<file path="src/rtl/fir_mac_scheduler_if.sv">
// fir_mac_scheduler_if: sample/coefficient/output bundle for the time-multiplexed FIR controller
// Ports:
//   x_valid/x_ready/x_in           sample handshake (source -> controller)
//   coef_we/coef_addr/coef_data    coefficient write port, honoured only while not busy
//   y_valid/y_out                  one-cycle output pulse with held filtered value
//   busy                           controller is in MAC or OUT
// Modports: master = sample/coefficient source, slave = fir_mac_scheduler.
interface fir_mac_scheduler_if #(
    parameter int N_TAPS  = 10,
    parameter int BW_in   = 6,
    parameter int BW_out  = 6,
    parameter int BW_coef = 4
);
    localparam int AW = $clog2(N_TAPS);
    logic                      x_valid;
    logic                      x_ready;
    logic signed [BW_in-1:0]   x_in;
    logic                      coef_we;
    logic [AW-1:0]             coef_addr;
    logic signed [BW_coef-1:0] coef_data;
    logic                      y_valid;
    logic signed [BW_out-1:0]  y_out;
    logic                      busy;
    modport master (
        output x_valid, x_in, coef_we, coef_addr, coef_data,
        input  x_ready, y_valid, y_out, busy
    );
    modport slave (
        input  x_valid, x_in, coef_we, coef_addr, coef_data,
        output x_ready, y_valid, y_out, busy
    );
endinterface

</file>
<file path="src/rtl/fir_mac_scheduler.sv">
// fir_mac_scheduler: FIR filter sharing one signed MAC across N_TAPS taps, one output per sample
// Ports:
//   clk    rising-edge clock
//   reset  synchronous active-high reset
//   bus    fir_mac_scheduler_if.slave (sample handshake, coefficient writes, output, busy)
// Option macro FIR_SAT_EN: when defined the output saturates to the BW_out range,
// otherwise the low BW_out bits of the shifted accumulator are kept (two's-complement wrap).
module fir_mac_scheduler #(
    parameter int N_TAPS    = 10,
    parameter int BW_in     = 6,
    parameter int BW_out    = 6,
    parameter int BW_coef   = 4,
    parameter int OUT_SHIFT = 0
) (
    input logic clk,
    input logic reset,
    fir_mac_scheduler_if.slave bus
);
    localparam int AW    = $clog2(N_TAPS);
    localparam int PW    = BW_in + BW_coef;
    localparam int ACC_W = PW + AW;
    localparam logic [1:0] S_IDLE = 2'd0;
    localparam logic [1:0] S_MAC  = 2'd1;
    localparam logic [1:0] S_OUT  = 2'd2;
    logic [1:0]                state;
    logic signed [BW_in-1:0]   sbuf [N_TAPS];
    logic signed [BW_coef-1:0] coef [N_TAPS];
    logic [AW-1:0]             wr_ptr;
    logic [AW-1:0]             k;
    logic [AW-1:0]             rd_ptr;
    logic signed [ACC_W-1:0]   acc;
    logic signed [PW-1:0]      prod;
    logic signed [ACC_W-1:0]   shifted;
    logic signed [BW_out-1:0]  y_fmt;
    logic                      coef_wr;
    logic                      last_tap;
    assign bus.x_ready = state == S_IDLE;
    assign bus.busy    = state != S_IDLE;
    // Out-of-range addresses are dropped; the extra bit keeps the compare exact when N_TAPS is a power of two.
    assign coef_wr     = bus.coef_we && state == S_IDLE && {1'b0, bus.coef_addr} < (AW + 1)'(N_TAPS);
    assign last_tap    = k == AW'(N_TAPS - 1);
    always_comb begin
        // wr_ptr - k modulo N_TAPS; the AW-bit wrap of the add cancels because the result is < N_TAPS.
        rd_ptr  = wr_ptr >= k ? wr_ptr - k : wr_ptr + AW'(N_TAPS) - k;
        prod    = sbuf[rd_ptr] * coef[k];
        shifted = acc >>> OUT_SHIFT;
`ifdef FIR_SAT_EN
        y_fmt   = shifted > ACC_W'((1 << (BW_out - 1)) - 1) ? BW_out'((1 << (BW_out - 1)) - 1) :
                  shifted < ACC_W'(-(1 << (BW_out - 1)))    ? BW_out'(-(1 << (BW_out - 1)))   :
                  BW_out'(shifted);
`else
        y_fmt   = BW_out'(shifted);
`endif
    end
    always_ff @(posedge clk) begin
        if (reset) begin
            state       <= S_IDLE;
            wr_ptr      <= '0;
            k           <= '0;
            acc         <= '0;
            bus.y_out   <= '0;
            bus.y_valid <= 1'b0;
            for (int i = 0; i < N_TAPS; i++) begin
                sbuf[i] <= '0;
                coef[i] <= BW_coef'(i == N_TAPS - 1);
            end
        end else begin
            bus.y_valid <= 1'b0;
            if (coef_wr)
                coef[bus.coef_addr] <= bus.coef_data;
            if (state == S_IDLE && bus.x_valid) begin
                sbuf[wr_ptr] <= bus.x_in;
                acc          <= '0;
                k            <= '0;
                state        <= S_MAC;
            end else if (state == S_MAC) begin
                acc   <= acc + ACC_W'(prod);
                k     <= last_tap ? '0 : k + AW'(1);
                state <= last_tap ? S_OUT : S_MAC;
            end else if (state == S_OUT) begin
                bus.y_out   <= y_fmt;
                bus.y_valid <= 1'b1;
                wr_ptr      <= wr_ptr == AW'(N_TAPS - 1) ? '0 : wr_ptr + AW'(1);
                state       <= S_IDLE;
            end
        end
    end
endmodule

</file>
<file path="src/flat_wrapper.sv">
// flat-port wrapper written by rule: the top's interface ports become plain ports
module fir_mac_scheduler_flat 
#(
    parameter int N_TAPS    = 10,
    parameter int BW_in     = 6,
    parameter int BW_out    = 6,
    parameter int BW_coef   = 4,
    parameter int OUT_SHIFT = 0
)
  (clk, reset, bus_x_valid, bus_x_in, bus_coef_we, bus_coef_addr, bus_coef_data, bus_x_ready, bus_y_valid, bus_y_out, bus_busy);
  fir_mac_scheduler_if #(.N_TAPS(N_TAPS), .BW_in(BW_in), .BW_out(BW_out), .BW_coef(BW_coef)) bus_i ();
  input logic clk;
  input logic reset;
  input wire logic [$bits(bus_i.x_valid)-1:0] bus_x_valid;
  input wire logic [$bits(bus_i.x_in)-1:0] bus_x_in;
  input wire logic [$bits(bus_i.coef_we)-1:0] bus_coef_we;
  input wire logic [$bits(bus_i.coef_addr)-1:0] bus_coef_addr;
  input wire logic [$bits(bus_i.coef_data)-1:0] bus_coef_data;
  output wire logic [$bits(bus_i.x_ready)-1:0] bus_x_ready;
  output wire logic [$bits(bus_i.y_valid)-1:0] bus_y_valid;
  output wire logic [$bits(bus_i.y_out)-1:0] bus_y_out;
  output wire logic [$bits(bus_i.busy)-1:0] bus_busy;
  assign bus_i.x_valid = bus_x_valid;
  assign bus_i.x_in = bus_x_in;
  assign bus_i.coef_we = bus_coef_we;
  assign bus_i.coef_addr = bus_coef_addr;
  assign bus_i.coef_data = bus_coef_data;
  assign bus_x_ready = bus_i.x_ready;
  assign bus_y_valid = bus_i.y_valid;
  assign bus_y_out = bus_i.y_out;
  assign bus_busy = bus_i.busy;
  fir_mac_scheduler #(.N_TAPS(N_TAPS), .BW_in(BW_in), .BW_out(BW_out), .BW_coef(BW_coef), .OUT_SHIFT(OUT_SHIFT)) u_core (.clk(clk), .reset(reset), .bus(bus_i));
endmodule
</file>
<file path="config.mk">
export PLATFORM = sky130hd
export DESIGN_NAME = fir_mac_scheduler_flat
export DESIGN_NICKNAME = d
export VERILOG_FILES = /design/src/rtl/fir_mac_scheduler_if.sv /design/src/rtl/fir_mac_scheduler.sv /design/src/flat_wrapper.sv
export SDC_FILE = /design/constraint.sdc
export NUM_CORES = 1
export LEC_CHECK = 0
export CAP_MARGIN = 20
export CORE_ASPECT_RATIO = 0.8
export CORE_UTILIZATION = 40
export DETAILED_ROUTE_END_ITERATION = 8
export MAX_ROUTING_LAYER = met4
export SLEW_MARGIN = 15
export SYNTH_ARGS = -nofsm -noshare
export SYNTH_HDL_FRONTEND = slang
export SYNTH_SLANG_ARGS = --single-unit
</file>
<file path="constraint.sdc">
create_clock -name clk -period 5.7 [get_ports clk]
set_input_delay 0.57 -clock clk [delete_from_list [all_inputs] [get_ports clk]]
set_output_delay 0.57 -clock clk [all_outputs]
set_load 0.02 [all_outputs]
</file>
# Word level (Yosys, flattened, before mapping)
# Memory sizes are Yosys's and may differ from the RTL's. A register that Yosys moved wholly into a read port is not among the register bits.
# Index checks and enable logic that the tools add are counted.
[word_totals]
reg_bits = 31
ram_bits = 100
elab_cells = 60
memories = 2
[memory_table]
columns = ["memory", "words", "word_bits", "read_ports", "rd_ports_with_merged_regs", "wr", "line", "source"]
rows = [
  ["u_core.sbuf", 10, 6, 1, 0, 10, "fir_mac_scheduler.sv:26", "logic signed [BW_in-1:0] sbuf [N_TAPS];"],
  ["u_core.coef", 10, 4, 1, 1, 10, "fir_mac_scheduler.sv:27", "logic signed [BW_coef-1:0] coef [N_TAPS];"],
]
[op_classes]
addsub = 6
n_mul = 1
order_cmp = 2
n_eq_ne = 4
n_mux = 24
bitwise = 2
reduce_logical = 12
[ops]
columns = ["operator", "n"]
rows = [
  ["two-way mux 4 bit", 8],
  ["adder 14 x 10 -> 14 bit", 1],
  ["two-way mux 1 bit", 12],
  ["multiplier 6 x 4 -> 10 bit", 1],
  ["adder 4 x 1 -> 4 bit, second input constant", 2],
  ["== test 4 bit, second input constant", 2],
  ["subtractor 4 bit", 2],
  ["two-way mux 2 bit", 3],
  ["two-way mux 6 bit", 1],
  ["OR reduction 6 bit", 1],
  ["adder 4 bit, second input constant", 1],
  [">= comparator 4 bit", 1],
  ["less-than comparator 4 bit, second input constant", 1],
  ["nonzero test 2 bit", 2],
  ["OR reduction 4 bit", 1],
  ["logical AND 1 bit", 3],
  ["AND reduction 3 bit", 1],
  ["nonzero test 3 bit", 1],
  ["OR reduction 3 bit", 1],
  ["== test 2 x 1 -> 1 bit, second input constant", 1],
  ["== test 2 bit, second input constant", 1],
  ["zero test 2 bit", 1],
  ["NOT 1 bit", 2],
  ["OR reduction 2 bit", 1],
]

# Longest topological paths before layout
[logic_depth]
word_depth = 8
ltp_mapped = 29
ltp_nobuf = 26

# Worst setup path after synthesis
# Ideal clock, no wire load.
[synth_timing]
kind = "register to register"
from = "reg u_core.wr_ptr[0]"
to = "reg u_core.acc[5]"
setup_time_ps = 128
t_arrival_ps = 6062
required_ps = 5572
path_slack_ps = -489
path_stages_with_launch = 26
n_path_buf = 2
period_less_slack_ps = 6189
path_cell_list = "dfxtp_1 -> clkbuf_1 -> inv_1 -> ha_1 -> fa_1 -> a21boi_2 -> o21a_2 -> xnor2_1 -> buf_2 -> mux4_2 -> nor2b_1 -> a211oi_1 -> a21oi_1 -> nand2b_1 -> fa_1 -> fa_1 -> fa_1 -> inv_1 -> ha_1 -> a21o_1 -> a21oi_1 -> xnor2_1 -> xnor2_1 -> xnor3_1 -> mux2i_1 -> nor2_1"
[synth_between]
elab_chain_len = 6
[synth_rtl]
columns = ["item", "line", "source"]
rows = [
  ["from (decl)", "fir_mac_scheduler.sv:28", "logic [AW-1:0] wr_ptr;"],
  ["from (signal assigned)", "fir_mac_scheduler.sv:83", "wr_ptr <= wr_ptr == AW'(N_TAPS - 1) ? '0 : wr_ptr + AW'(1);"],
  ["adder 4 bit", "fir_mac_scheduler.sv:44", "rd_ptr = wr_ptr >= k ? wr_ptr - k : wr_ptr + AW'(N_TAPS) - k;"],
  ["subtractor 4 bit", "fir_mac_scheduler.sv:44", ""],
  ["two-way mux 4 bit (*)", "fir_mac_scheduler.sv:44", ""],
  ["memory (10 x 6 bit) (*)", "--", ""],
  ["multiplier 6 x 4 -> 10 bit (*)", "fir_mac_scheduler.sv:45", "prod = sbuf[rd_ptr] * coef[k];"],
  ["adder 14 x 10 -> 14 bit (*)", "fir_mac_scheduler.sv:77", "acc <= acc + ACC_W'(prod);"],
  ["to (signal assigned)", "fir_mac_scheduler.sv:77", ""],
  ["to (decl)", "fir_mac_scheduler.sv:31", "logic signed [ACC_W-1:0] acc;"],
]
# Every way passes the cells marked *; elsewhere a longest branch is shown, timed or not.
# A chain may end at the register's enable or synchronous reset.

# Worst setup path after layout
# Same ends and word-level chain as after synthesis.

==> reports/summary.md <==
- 5 — number of buffers and inverters on the critical path
- 0.346 — Slew Limit Headroom
- sky130_fd_sc_hd__fa_2 — critical-path cell with the highest stage delay
- register — critical path capture point type
- 2.43 mW — Pint
- 978 — placed cell count
- 3.26 mW — power after layout
- 0.473 — part of the power in registers
- 2 — Bufs on Longest Clock Path
- 0.00880 mm² — cell area after synthesis
- 5.38 — Via density
- 187 — Sink Count
- 7 — maximum fanout count along the critical path
- 1020 — number of standard cells in the final layout excluding fillers
- reg2reg — Tightest Hold Check Type
- 17 — number of CTS-inserted buffers
- 187 — post-synthesis sequential element count
- 48 — cell row count
- 160 — number of synthesized flops with an enable pin
- 0.197 — fraction of layout instances using a drive strength above 1
- met4 — DR top layer
- 0.44 ns — clock latency of the later-clocked register in the worst-skew pair
- 782 — total number of nets in the final design
- 27 — number of I/O pins
- 8940 µm — wl on met1
- 0.188 — total routing usage reported by global routing
- 6.01 ns — required time reported for the critical path endpoint
- sky130_fd_sc_hd__edfxtp_1 (160), sky130_fd_sc_hd__nor2_1 (120), sky130_fd_sc_hd__nand2_1 (59) — top cells by count, synth
- 0.57 ns — Largest stage delay, worst path
- 168 µm — Die X-Extent
- 0.0226 mm² — total die area
- 5484 — count of vias placed by the detailed router
- 0.408 — initial standard-cell utilization of the core
- done — TritonCTS clock tree
- 0.255 — share of total power consumed by net switching
- 0 — fraction of synthesis flops using an asynchronous set or reset pin
- 26 — count of buffers from port buffering
- 0.07 ns — clock transition at the register clock pins on the worst setup and hold paths after CTS
- 24 — path length in cells of the critical path
- sky130_fd_sc_hd__clkbuf_16 — CTS Root Buffer Type
- 311 mW/mm² — power per standard cell area
- 0.842 — gpl congestion
- 0.00966 ns — Final Skew
- sky130_fd_sc_hd__edfxtp_1 — most frequently used cell type in the post-synthesis netlist
- 1 — number of antenna violations at the first check in global routing
- 4 — CTS H-tree lvls
- 30300 µm — wire length of the first global-routing pass
- 3.85 nW — static leakage
- 648 — number of instances in the synthesized netlist
- 0 — diode count
- 19700 µm — Routed WL
- 9280 µm — amount of wire on met2 after detailed routing
- 0.09 ns — worst reg2reg setup slack
- 24 — count of cells along the worst register-to-register path
- u_core.acc[5] — endpoint of the most critical setup path
- register — crit start category
- 0.000174 V — maximum ir drop on the vdd rail
- 19.3 µm — WL per Instance
- 5 — number of search-and-repair iterations in the first detailed-routing pass
- 0 — final hold violations
- 0 — count of antenna-violating nets left after detailed routing
- 5.61 ns — Min Clock Period, post-route
- 18.9% — area growth from synthesis to layout
- 0.607 — sequential cell area fraction in the yosys report
- 14300 µm — HPWL after detailed placement
- 0.984 — ratio of final minimum period to clock period
- 0 — Warnings, synthesis
- sky130_fd_sc_hd__edfxtp_1 — Most used DFF post-synth
- 5.92 ns — arrival time reported for the critical path endpoint
- 178 MHz — Peak Freq
- 0.0216 mm² — Core Region
- u_core.wr_ptr[0] — RR Startpoint
- 1290 µm — detailed route wirelength on metal3
- yes — unrepaired setup endpoints after global routing
- u_core.wr_ptr[0] — source of the critical timing path
- 0.546 — Yosys top cell area share
- reg2reg — category of the critical setup timing path
- inv_2 -> ha_4 -> fa_2 -> a21boi_4 -> o21a_2 -> xnor2_2 -> buf_12 -> buf_8 -> mux4_2 -> mux2i_2 -> mux2i_2 -> and2_4 -> fa_1 -> inv_1 -> fa_1 -> fa_2 -> inv_1 -> ha_4 -> a21oi_2 -> xnor2_1 -> xnor2_1 -> xnor3_1 -> mux2i_1 -> nor2_1 — CP Cell Sequence
- completed — run status
- 433 — First DRT Iteration DRCs
- 0.382 — share of total power in the clock network
- 22 — maximum number of pins on one net before global-route repair
- 0 — number of setup violations in the final report
- 13.6 µm² — per-instance average area after synthesis
- u_core.acc[5] — endpoint of the worst-slack reg-to-reg timing path
- 0 ns — accumulated negative setup slack
- sky130_fd_sc_hd__edfxtp_1 (55%), sky130_fd_sc_hd__mux4_2 (8.7%), sky130_fd_sc_hd__dfxtp_1 (6.1%), sky130_fd_sc_hd__nor2_1 (5.1%), sky130_fd_sc_hd__ha_1 (2.8%) — cell types occupying the most area after synthesis
- 0.145 — fraction of power consumed by combinational cells
- 5320 — vias in the first global route
- sky130_fd_sc_hd__edfxtp_1 — Synth area leader
- 49 — distinct cell type count after synthesis
- 830 µW — switching component of the power
- 0 — total count of max-transition violations in the final report
- 0 — reported max-cap violation count
- 0.971 ns — worst-margin pin slew
- 135 µm — die height
- adder cells — kind of cell with the highest combined delay on the critical path
- 0 — aggregate global routing overflow
- 0 — DRC violation count after routing
worst min-delay path, stage by stage, from the launching register on:
cell	delay, ns
sky130_fd_sc_hd__dfxtp_1	0.33
sky130_fd_sc_hd__nand2b_1	0.07
sky130_fd_sc_hd__a21oi_1	0.05
per-stage QoR:
| stage | utilization | hold WS, ns | setup WS [ns] | cell area, µm² |
|---|---|---|---|---|
| global route | 0.486 | 0.516 | -0.182 | 10500 |
| detailed placement | 0.448 | 0.483 | -0.0351 | 9650 |
| global placement | 0.447 | 0.471 | 0.0551 | 9650 |
| finish | 0.486 | 0.493 | 0.0898 | 10500 |
| CTS | 0.477 | 0.493 | 0.00862 | 10300 |
| floorplan | - | 0.462 | 0.0119 | 8910 |
registers in the layout, indices dropped and copies added (netlist names), named ones only:
signal and flops:
u_core.acc 6, u_core.wr_ptr 4, u_core.bus.y_out 6, u_core.bus.y_valid 1, u_core.sbuf 96, u_core.coef 64, u_core.state 2, u_core.k 4
cell type report:
cell class                 instances  area [µm²]
multi-input combinational        418        3410
sequential                       187        5350
timing repair buffer              65         587
clock buffer                      17         425
inverter                          43         161
tap                              275         344
fill                            1833       11100
clock inverter                    15         196
cell usage in the layout, fill, tap and decap left out, drive strengths merged, types with 5 or more instances in the layout:
master         count
nand2             59
buf               39
ha                20
and2              15
nand2b             5
edfxtp           160
clkinv             5
mux4              43
nor2b              8
nor2             120
clkbuf            17
a21oi             11
o21ai              9
mux2i             17
clkdlybuf4s50     26
fa                12
conb              24
dfxtp             27
nor3               5
xnor2             11
nand3             10
inv               51
worst min path at each step:
stage / start / to / slack, ns / depth (start not counted)
floorplan: u_core.state[1] / u_core.state[1] / 0.46 / 2
global placement: u_core.bus.y_out[4] / u_core.bus.y_out[4] / 0.47 / 2
detailed placement: u_core.state[1] / u_core.state[1] / 0.48 / 2
CTS: u_core.state[1] / u_core.state[1] / 0.49 / 2
global route: u_core.state[1] / u_core.state[1] / 0.52 / 2
finish: u_core.state[1] / u_core.state[1] / 0.49 / 2
cell families (layout without fill, tap and decap cells):
group	count (synthesis)	count (layout)	synth area share
compound gates	54	54	0.0442
xor+xnor	16	16	0.0175
fa+ha+maj	32	32	0.0557
buf+inv	66	140	0.0300
flops	187	187	0.607
mux	60	60	0.133
other cells	1	24	0.000426
simple gates	232	232	0.112
power by group through the flow:
stage / clock (mW) / sequential, mW / combinational, mW
2_1_floorplan: 0 / 1.56 / 0.301
3_5_place_dp: 0 / 1.57 / 0.426
5_1_grt: 1.31 / 1.54 / 0.518
4_1_cts: 1.26 / 1.54 / 0.431
3_3_place_gp: 0 / 1.57 / 0.415
6_report: 1.24 / 1.54 / 0.473
layer usage:
layer | vias to the layer above | GRT usage
met4 | 0 | 0.0438
met3 | 18 | 0.0419
met5 | - | -
met1 | 2790 | 0.252
li1 | 2486 | -
met2 | 190 | 0.293
repair_timing:
| item | 4_1_cts | 5_1_grt |
|---|---|---|
| buffers inserted | 0 | 11 |
| gates cloned | 0 | 0 |
| setup endpoints to repair | 1 | 1 |
| gates resized for setup | 3 | 35 |
| hold buffers | 0 | 0 |
| hold endpoints to repair | 0 | 0 |
| pin swaps | 1 | 19 |
No activity file was read; power rests on OpenSTA's default activity.
